File: config.mk
export PLATFORM = sky130hd
export DESIGN_NAME = spi_target
export DESIGN_NICKNAME = d
export VERILOG_FILES = /design/src/rtl/spi_target_pkg.sv /design/src/rtl/sync_edge.sv /design/src/rtl/spi_target.sv
export VERILOG_INCLUDE_DIRS = /design/src /design/src/rtl
export SDC_FILE = /design/constraint.sdc
export NUM_CORES = 1
export LEC_CHECK = 0
export ABC_AREA = 1
export BUFFER_PORTS_ARGS = -buffer_cell sky130_fd_sc_hd__buf_2
export CAP_MARGIN = 10
export CORE_ASPECT_RATIO = 0.8
export CORE_MARGIN = 5
export CORE_UTILIZATION = 50
export DETAILED_ROUTE_END_ITERATION = 7
export HOLD_SLACK_MARGIN = 0.06
export PLACE_DENSITY_LB_ADDON = 0.3
export SYNTH_ARGS = -nofsm -noshare
export SYNTH_HDL_FRONTEND = slang
export SYNTH_SLANG_ARGS = --single-unit
File: constraint.sdc
create_clock -name clk -period 1.5 [get_ports clk]
set_clock_uncertainty 0.1 [all_clocks]
set_input_delay 0.075 -clock clk [delete_from_list [all_inputs] [get_ports clk]]
set_output_delay 0.075 -clock clk [all_outputs]
set_load 0.02 [all_outputs]
File: src/rtl/spi_target_defs.vh
// Register offsets and STATUS/CTRL bit positions shared by the SPI target and its package.
`ifndef SPI_TARGET_DEFS_VH
`define SPI_TARGET_DEFS_VH

`define SPI_ADDR_DATA    2'd0
`define SPI_ADDR_STATUS  2'd1
`define SPI_ADDR_CTRL    2'd2

`define SPI_ST_RX_VALID  0
`define SPI_ST_TX_EMPTY  1
`define SPI_ST_OVERRUN   2
`define SPI_ST_UNDERRUN  3
`define SPI_ST_CS_ACTIVE 4

`define SPI_CTRL_IE_RX   0
`define SPI_CTRL_IE_TX   1
`define SPI_CTRL_IE_ERR  2

`endif

File: src/rtl/spi_target_pkg.sv
// Shared types, register decode constants and STATUS packing for the SPI target.
`include "spi_target_defs.vh"

package spi_target_pkg;

  typedef enum logic {StIdle, StActive} state_e;

  localparam logic [1:0] AddrData   = `SPI_ADDR_DATA;
  localparam logic [1:0] AddrStatus = `SPI_ADDR_STATUS;
  localparam logic [1:0] AddrCtrl   = `SPI_ADDR_CTRL;

  function automatic logic [31:0] status_word(input logic rx_valid, input logic tx_full,
                                              input logic overrun, input logic underrun,
                                              input logic cs_active);
    logic [31:0] w;
    w = '0;
    w[`SPI_ST_RX_VALID]  = rx_valid;
    w[`SPI_ST_TX_EMPTY]  = ~tx_full;
    w[`SPI_ST_OVERRUN]   = overrun;
    w[`SPI_ST_UNDERRUN]  = underrun;
    w[`SPI_ST_CS_ACTIVE] = cs_active;
    return w;
  endfunction

endpackage

File: src/rtl/sync_edge.sv
// Two-flop synchroniser with a history flop; flags rising/falling edges of the synced level.
module sync_edge #(
  parameter bit IDLE = 1'b1
) (
  input  logic clk,
  input  logic resetq,
  input  logic din,
  output logic level,
  output logic rise,
  output logic fall
);

  logic meta_q, sync_q, hist_q;

  always_ff @(posedge clk) begin
    if (!resetq) begin
      meta_q <= IDLE;
      sync_q <= IDLE;
      hist_q <= IDLE;
    end else begin
      meta_q <= din;
      sync_q <= meta_q;
      hist_q <= sync_q;
    end
  end

  assign level = sync_q;
  assign rise  = sync_q & ~hist_q;
  assign fall  = ~sync_q & hist_q;

endmodule

File: src/rtl/spi_target.sv
// SPI target with CPU register interface: one-byte rx/tx holding registers, status and interrupts.
`include "spi_target_defs.vh"

module spi_target
  import spi_target_pkg::*;
#(
  parameter bit POLARITY = 1'b1
) (
  input  logic        clk,
  input  logic        resetq,
  input  logic        select,
  input  logic [3:0]  we,
  input  logic        rd,
  input  logic [1:0]  addr,
  input  logic [31:0] wdata,
  output logic [31:0] rdata,
  output logic        intr,
  input  logic        spi_sck,
  input  logic        spi_cs_n,
  input  logic        spi_mosi,
  output logic        spi_miso,
  output logic        spi_miso_oe
);

  logic unused_sck_level, sck_rise, sck_fall, cs_level, cs_rise, cs_fall;
  logic mosi_meta_q, mosi_sync_q;
  logic unused_bits;

  sync_edge #(.IDLE(POLARITY)) u_sck (
    .clk(clk), .resetq(resetq), .din(spi_sck),
    .level(unused_sck_level), .rise(sck_rise), .fall(sck_fall)
  );

  sync_edge #(.IDLE(1'b1)) u_cs (
    .clk(clk), .resetq(resetq), .din(spi_cs_n),
    .level(cs_level), .rise(cs_rise), .fall(cs_fall)
  );

  assign unused_bits = ^{we[3:1], wdata[31:8]};

  logic leading, trailing;
  assign leading  = POLARITY ? sck_fall : sck_rise;
  assign trailing = POLARITY ? sck_rise : sck_fall;

  logic data_rd, data_wr, stat_wr, ctrl_wr;
  assign data_rd = select & rd & (addr == AddrData);
  assign data_wr = select & we[0] & (addr == AddrData);
  assign stat_wr = select & we[0] & (addr == AddrStatus);
  assign ctrl_wr = select & we[0] & (addr == AddrCtrl);

  state_e      state_q, state_d;
  logic [2:0]  bit_cnt_q, bit_cnt_d, ie_q, ie_d;
  logic [7:0]  rx_shift_q, rx_shift_d, tx_shift_q, tx_shift_d;
  logic [7:0]  rx_hold_q, rx_hold_d, tx_hold_q, tx_hold_d;
  logic        rx_valid_q, rx_valid_d, tx_full_q, tx_full_d;
  logic        overrun_q, overrun_d, underrun_q, underrun_d;
  logic        intr_q, tx_load, byte_done;
  logic [1:0]  settle_q;
  logic        armed_q;

  always_comb begin
    state_d    = state_q;
    bit_cnt_d  = bit_cnt_q;
    rx_shift_d = rx_shift_q;
    tx_shift_d = tx_shift_q;
    rx_hold_d  = rx_hold_q;
    rx_valid_d = rx_valid_q;
    tx_hold_d  = tx_hold_q;
    tx_full_d  = tx_full_q;
    overrun_d  = overrun_q;
    underrun_d = underrun_q;
    ie_d       = ie_q;
    tx_load    = 1'b0;
    byte_done  = 1'b0;

    case (state_q)
      StIdle: begin
        if (cs_fall && armed_q) begin
          state_d   = StActive;
          bit_cnt_d = 3'd0;
          tx_load   = 1'b1;
        end
      end
      StActive: begin
        if (cs_rise) begin
          state_d   = StIdle;
          bit_cnt_d = 3'd0;
        end else if (leading) begin
          rx_shift_d = {rx_shift_q[6:0], mosi_sync_q};
          bit_cnt_d  = bit_cnt_q + 3'd1;
          byte_done  = (bit_cnt_q == 3'd7);
        end else if (trailing) begin
          // A trailing edge seen with a wrapped counter closes a full byte.
          if (bit_cnt_q == 3'd0) tx_load = 1'b1;
          else                   tx_shift_d = {tx_shift_q[6:0], 1'b1};
        end
      end
      default: state_d = StIdle;
    endcase

    // Clears first so that same-cycle hardware sets take priority.
    if (data_rd) rx_valid_d = 1'b0;
    if (stat_wr && wdata[`SPI_ST_OVERRUN])  overrun_d  = 1'b0;
    if (stat_wr && wdata[`SPI_ST_UNDERRUN]) underrun_d = 1'b0;

    if (byte_done) begin
      rx_hold_d  = {rx_shift_q[6:0], mosi_sync_q};
      rx_valid_d = 1'b1;
      if (rx_valid_q && !data_rd) overrun_d = 1'b1;
    end

    if (tx_load) begin
      if (tx_full_q) begin
        tx_shift_d = tx_hold_q;
        tx_full_d  = 1'b0;
      end else begin
        tx_shift_d = 8'hFF;
        underrun_d = 1'b1;
      end
    end

    if (data_wr) begin
      tx_hold_d = wdata[7:0];
      tx_full_d = 1'b1;
    end

    if (ctrl_wr) ie_d = wdata[2:0];
  end

  always_ff @(posedge clk) begin
    if (!resetq) begin
      state_q     <= StIdle;
      bit_cnt_q   <= 3'd0;
      rx_shift_q  <= 8'h00;
      tx_shift_q  <= 8'hFF;
      rx_hold_q   <= 8'h00;
      rx_valid_q  <= 1'b0;
      tx_hold_q   <= 8'h00;
      tx_full_q   <= 1'b0;
      overrun_q   <= 1'b0;
      underrun_q  <= 1'b0;
      ie_q        <= 3'd0;
      intr_q      <= 1'b0;
      mosi_meta_q <= 1'b0;
      mosi_sync_q <= 1'b0;
      settle_q    <= 2'd0;
      armed_q     <= 1'b0;
    end else begin
      state_q     <= state_d;
      bit_cnt_q   <= bit_cnt_d;
      rx_shift_q  <= rx_shift_d;
      tx_shift_q  <= tx_shift_d;
      rx_hold_q   <= rx_hold_d;
      rx_valid_q  <= rx_valid_d;
      tx_hold_q   <= tx_hold_d;
      tx_full_q   <= tx_full_d;
      overrun_q   <= overrun_d;
      underrun_q  <= underrun_d;
      ie_q        <= ie_d;
      intr_q      <= (ie_q[`SPI_CTRL_IE_RX] & rx_valid_q) |
                     (ie_q[`SPI_CTRL_IE_TX] & ~tx_full_q) |
                     (ie_q[`SPI_CTRL_IE_ERR] & (overrun_q | underrun_q));
      mosi_meta_q <= spi_mosi;
      mosi_sync_q <= mosi_meta_q;
      // CS must be seen high on a settled synchroniser before a falling edge counts after reset.
      if (settle_q != 2'd2) settle_q <= settle_q + 2'd1;
      if (settle_q == 2'd2 && cs_level) armed_q <= 1'b1;
    end
  end

  always_comb begin
    rdata = 32'h0;
    case (addr)
      AddrData:   rdata = {24'h0, rx_hold_q};
      AddrStatus: rdata = status_word(rx_valid_q, tx_full_q, overrun_q, underrun_q,
                                      state_q == StActive);
      AddrCtrl:   rdata = {29'h0, ie_q};
      default:    rdata = 32'h0;
    endcase
  end

  assign intr        = intr_q;
  assign spi_miso    = tx_shift_q[7];
  assign spi_miso_oe = (state_q == StActive);

endmodule
Word-level counts from Yosys, hierarchy flattened
Index checks and enable logic that the tools add are counted.
{"block": "classes", "eq_ne": 10, "reduce_logical": 15, "n_addsub": 2, "mux": 33, "bitwise_logic": 23}
{"cell": "$mux W8", "n": 7}
{"cell": "$pmux W8 S3", "n": 1}
{"cell": "$mux W1", "n": 19}
{"cell": "$and A1 B1 Y1", "n": 13}
{"cell": "$mux W3", "n": 3}
{"cell": "$reduce_bool A2 Y1", "n": 4}
{"cell": "$not A1 Y1", "n": 7}
{"cell": "$ne A2 B2 Y1 const B", "n": 3}
{"cell": "$pmux W3 S2", "n": 1}
{"cell": "$logic_and A1 B1 Y1", "n": 5}
{"cell": "$reduce_and A5 Y1", "n": 1}
{"cell": "$eq A2 B2 Y1 const B", "n": 2}
{"cell": "$ne A2 B1 Y1 const B", "n": 2}
{"cell": "$pmux W1 S2", "n": 2}
{"cell": "$add A3 B1 Y3 const B", "n": 1}
{"cell": "$eq A3 B3 Y1 const B", "n": 1}
{"cell": "$logic_not A3 Y1", "n": 1}
{"cell": "$ne A3 B3 Y1 const B", "n": 1}
{"cell": "$or A1 B1 Y1", "n": 3}
{"cell": "$reduce_and A3 Y1", "n": 1}
{"cell": "$add A2 B1 Y2 const B", "n": 1}
{"cell": "$eq A2 B1 Y1 const B", "n": 1}
{"cell": "$logic_not A2 Y1", "n": 1}
{"cell": "$reduce_and A2 Y1", "n": 1}
{"cell": "$logic_not A1 Y1", "n": 1}
{"block": "word_totals", "output_inout_bits": 35, "ff_bits": 54, "in_bits": 45, "wordCells": 105}

Logic depth before layout (Yosys ltp)
{"block": "depth", "depth_word": 8, "mapped_depth": 9, "depth_no_buf": 9}

Hierarchy
A second synthesis with hierarchy kept.
{"block": "unflattened", "cells_unflattened": 330, "hier_area_um2": 2456.1}
{"mod": "spi_target", "seq_area_each_um2": 960.9, "n_inst": 1, "area_per_inst_um2": 2268.4, "cells_each": 306}
{"mod": "sync_edge", "seq_area_each_um2": 60.1, "n_inst": 2, "area_per_inst_um2": 93.8, "cells_each": 12}

Least setup slack after synthesis
No wires, ideal clock.
{"block": "synth_path", "kind": "reg2reg", "startpoint": "register state_q, in the netlist spi_miso_oe", "endpoint": "register tx_shift_q[0]", "synth_period_minus_slack_ns": 1.385, "setup_ns": 0.134, "path_buffers": 0, "arrival_time_ns": 1.151, "path_slack_ns": 0.115, "t_required_ns": 1.266, "stages_incl_launch_ff": 8, "cell_sequence": "dfxtp_1 > inv_2 > a21oi_2 > nand2_2 > nand2_4 > nand3_1 > nand2_1 > nand3_1"}
{"block": "synth_via", "elab_chain_len": 4, "word_cells_on_any_way": 9, "classes_between": "eq/ne: 3; mux: 2; bitwise: 1; reduce/logical: 3"}
{"item": "from (decl)", "line_no": "spi_target.sv:51", "source": "state_e state_q, state_d;"}
{"item": "from (signal assigned)", "line_no": "spi_target.sv:132", "source": "state_q <= StIdle;"}
{"item": "from (signal assigned)", "line_no": "spi_target.sv:149", "source": "state_q <= state_d;"}
{"item": "$not A1 Y1"}
{"item": "$pmux W1 S2", "line_no": "spi_target.sv:76", "source": "case (state_q)"}
{"item": "$ne A2 B2 Y1 (no line), or another cell as far along"}
{"item": "$reduce_and A5 Y1 (no line)"}
{"item": "to (signal assigned)", "line_no": "spi_target.sv:152", "source": "tx_shift_q <= tx_shift_d;"}
{"item": "to (decl)", "line_no": "spi_target.sv:53", "source": "logic [7:0] rx_shift_q, rx_shift_d, tx_shift_q, tx_shift_d;"}
Several ways; a longest one is shown, not always the timed one.
A chain may end at the register's enable or synchronous reset.

Worst setup path in the final report
{"block": "layout_path", "startpoint": "register bit_cnt_q[0]", "endpoint": "register rx_valid_q"}
{"block": "layout_via", "elab_chain_len": 5, "word_cells_on_any_way": 6, "classes_between": "eq/ne: 1; mux: 4; reduce/logical: 1"}
{"item": "from (decl)", "line_no": "spi_target.sv:52", "source": "logic [2:0] bit_cnt_q, bit_cnt_d, ie_q, ie_d;"}
{"item": "from (signal assigned)", "line_no": "spi_target.sv:150", "source": "bit_cnt_q <= bit_cnt_d;"}
{"item": "$eq A3 B3 Y1 (*)", "line_no": "spi_target.sv:91", "source": "byte_done = (bit_cnt_q == 3'd7);"}
{"item": "$mux W1 (*)", "line_no": "spi_target.sv:88", "source": "end else if (leading) begin"}
{"item": "$mux W1 (*)", "line_no": "spi_target.sv:85", "source": "if (cs_rise) begin"}
{"item": "$mux W1 (*)", "line_no": "spi_target.sv:76"}
{"item": "$mux W1 / $reduce_bool A2 Y1 (equally long branches)"}
{"item": "to (signal assigned)", "line_no": "spi_target.sv:154", "source": "rx_valid_q <= rx_valid_d;"}
{"item": "to (decl)", "line_no": "spi_target.sv:55", "source": "logic rx_valid_q, rx_valid_d, tx_full_q, tx_full_d;"}
Every way passes the cells marked *; elsewhere a longest branch is shown, timed or not.

==> flow_summary.json <==
{
  "place.gp.congestion": 0.8051,
  "setup_tns_ps": 0,
  "max_stage_delay_ps": 340,
  "pwr-share-seq_pct": 56.6,
  "p_per_area_nw_per_um2": 925.9,
  "fmax_ghz": 0.6959,
  "clkTransAtPathRegs_ps": 100,
  "status": "completed",
  "rows": 22,
  "place_ws_ps": 21.41,
  "swShare_pct": 27.63,
  "dp_hpwl_um": 3453,
  "syn_to_final_growth_pct": 18.40,
  "die-width_um": 88.44,
  "synth_warnings": 0,
  "max-vdd-ir-drop_mv": 0.5677,
  "grt_remaining_overflow": 0,
  "mostFrequentLayoutCells": "53 x dfxtp_1, 42 x nor2_1, 34 x nand2_1",
  "clkPwrFrac_pct": 30.5,
  "final_cells": 433,
  "port_buffers": 28,
  "drive_above_1_share_pct": 22.52,
  "internal_power_uw": 1953,
  "ys_ff_latch": 54,
  "synth.distinct_cells": 30,
  "cts_sinks": 54,
  "path_cells": "buf_4, ha_1, ha_1, nand2_4, inv_4, nor2_1, nor2_1",
  "cp-start-kind": "flop",
  "grt.met1_usage_pct": 21.44,
  "fin_nets": 421,
  "initial_core_util_pct": 52.59,
  "use_met3_pct": 3.725,
  "worst_slack_ps": 62.94,
  "ios": 80,
  "finalMaxSlewViolations": 0,
  "grt_max_degree": 37,
  "grt_first_pass_wirelength_um": 8293,
  "final_common_cell": "dfxtp_1",
  "path_buf_inv": 2,
  "track_usage_pct": 16.34,
  "cts_buffers": 5,
  "dr.pass1.iters": 4,
  "wl_per_cell_um": 11.93,
  "cp.arrival_ps": 1530,
  "p_total_uw": 2698,
  "clkLatencyLatePin_ps": 310,
  "viasPerCell": 4.794,
  "cts.path.max_buffers": 2,
  "first_iter_violations": 127,
  "fp.coreArea_um2": 4679,
  "grt_util_met2_pct": 26.47,
  "grt_pass1_vias": 1903,
  "crit_slowest_cell": "dfxtp_2",
  "root_buffer": "clkbuf_8",
  "whs_ps": 108.5,
  "crit_path_max_fanout": 12,
  "end_kind": "flop",
  "ant_nets": 0,
  "crit_family": "adder cells",
  "h-tree-depth": 2,
  "die_h_um": 72.75,
  "layout_min_cycle_time_ps": 1437,
  "hold_viol_final": 0,
  "totalWireLength_um": 5167,
  "avgSynthCellArea_um2": 7.739,
  "die-area_um2": 6434,
  "power_frac_comb_pct": 13.0,
  "finalSetupViolCount": 0,
  "antenna_cells": 0,
  "netlist_area_um2": 2461,
  "top_usage_layer": "met2",
  "dp_cells": 403,
  "p_switching_uw": 745.5,
  "maxCapViolCount": 0,
  "worstSetupPathType": "reg -> reg",
  "post-route-period-util_pct": 95.80,
  "antenna_found_initial": 0,
  "cts_tree": "done",
  "power_leakage_uw": 0.001400,
  "yosysSeqAreaShare_pct": 43.92,
  "cp_data_required_time_ps": 1600,
  "num_vias": 2076,
  "syn_inst": 318,
  "hold_path_class": "in -> reg",
  "drc": 0
}
==> synthesized netlist by cell type (all sizes together) <==
cell / count / area share (%)
dfxtp: 54 / 44
nor2: 46 / 8.0
nand2: 44 / 8.2
inv: 39 / 5.9
o21ai: 30 / 6.1
buf: 29 / 8.8
nand3: 29 / 5.9
a21oi: 23 / 4.8
or2: 5 / 1.3
ha: 4 / 2.0
a211oi: 3 / 1.5
clkbuf: 2 / 0.31
clkinv: 2 / 0.31
nand4: 2 / 1.1
o221ai: 2 / 0.71
a22oi: 1 / 0.31
a31oi: 1 / 0.25
conb: 1 / 0.15
o211ai: 1 / 0.31
==> cells by family after synthesis <==
kind of cell               Yosys count  share of synthesized area [%]
and+or+nand+nor                    126                          24.50
AOI/OAI and AO/OA                   61                          14.03
buffers and inverters               72                          15.35
adders and majority gates            4                          2.034
DFF                                 54                          43.92
other                                1                         0.1524
==> per-stage QoR <==
step,util [%],instance area [µm²]
finish,62.27,2914
global route,62.27,2914
CTS,60.59,2835
detailed placement,55.05,2576
global placement,55.05,2576
floorplan,-,2547
==> power groups by stage <==
stage | combinational (µW) | sequential, µW | clock, µW
finish | 350 | 1530 | 822
global route | 400 | 1530 | 914
CTS | 339 | 1530 | 853
detailed placement | 312 | 1560 | 0
global placement | 301 | 1560 | 0
floorplan | 282 | 1560 | 0
==> sequential cells by signal, summed over array words and instances (netlist names), 2 cells and up <==
name and cells:
tx_shift_q 8, settle_q 2, ie_q 3, bit_cnt_q 3, rx_shift_q 7, tx_hold_q 8, rx_hold_q 8
==> path summary, 6_finish.rpt <==
path | cells past startpoint | from | slack (ps) | end
worst max-delay path | 7 | bit_cnt_q[0]$_SDFFE_PN0P_ | 60 | rx_valid_q$_SDFFE_PN0P_
worst min-delay path | 3 | resetq | 110 | rx_valid_q$_SDFFE_PN0P_
worst max register to register | 7 | bit_cnt_q[0]$_SDFFE_PN0P_ | 60 | rx_valid_q$_SDFFE_PN0P_
worst min register to register | 1 | u_cs.meta_q$_SDFF_PN1_ | 320 | u_cs.level$_SDFF_PN1_
==> what timing repair did <==
| action | 4_1_cts | 5_1_grt |
|---|---|---|
| pin swaps | 3 | 2 |
| resized for setup | 1 | 18 |
| gates cloned | 1 | 1 |
| setup endpoints to repair | 4 | 12 |
| hold endpoints to repair | 17 | 2 |
| hold buffers | 13 | 1 |
| setup buffers | 4 | 3 |
==> layout make-up <==
| cell class | count | area [µm²] |
|---|---|---|
| repair buffers | 53 | 367.9 |
| multi-input cells | 217 | 1136 |
| fillers | 417 | 1765 |
| flip-flops and latches | 54 | 1082 |
| clock inverters | 3 | 23.77 |
| inverters | 41 | 160.2 |
| clock buffers | 5 | 68.82 |
| well taps | 60 | 75.07 |
==> worst reg2reg max path: cells and delay by family, from the launching register on <==
family / cells / cell delay (ps)
flip-flops: 1 / 340
AND/OR/NAND/NOR: 3 / 290
adder cells (fa/ha/maj): 2 / 390
buffers and inverters: 2 / 200
==> layer usage <==
metal	wire, µm	part of all wire, %
met1	2421	47
met2	2345	45
met3	331	6.4
met4	68	1.3
met5	0	0
Power figures use the tool's default switching activity.
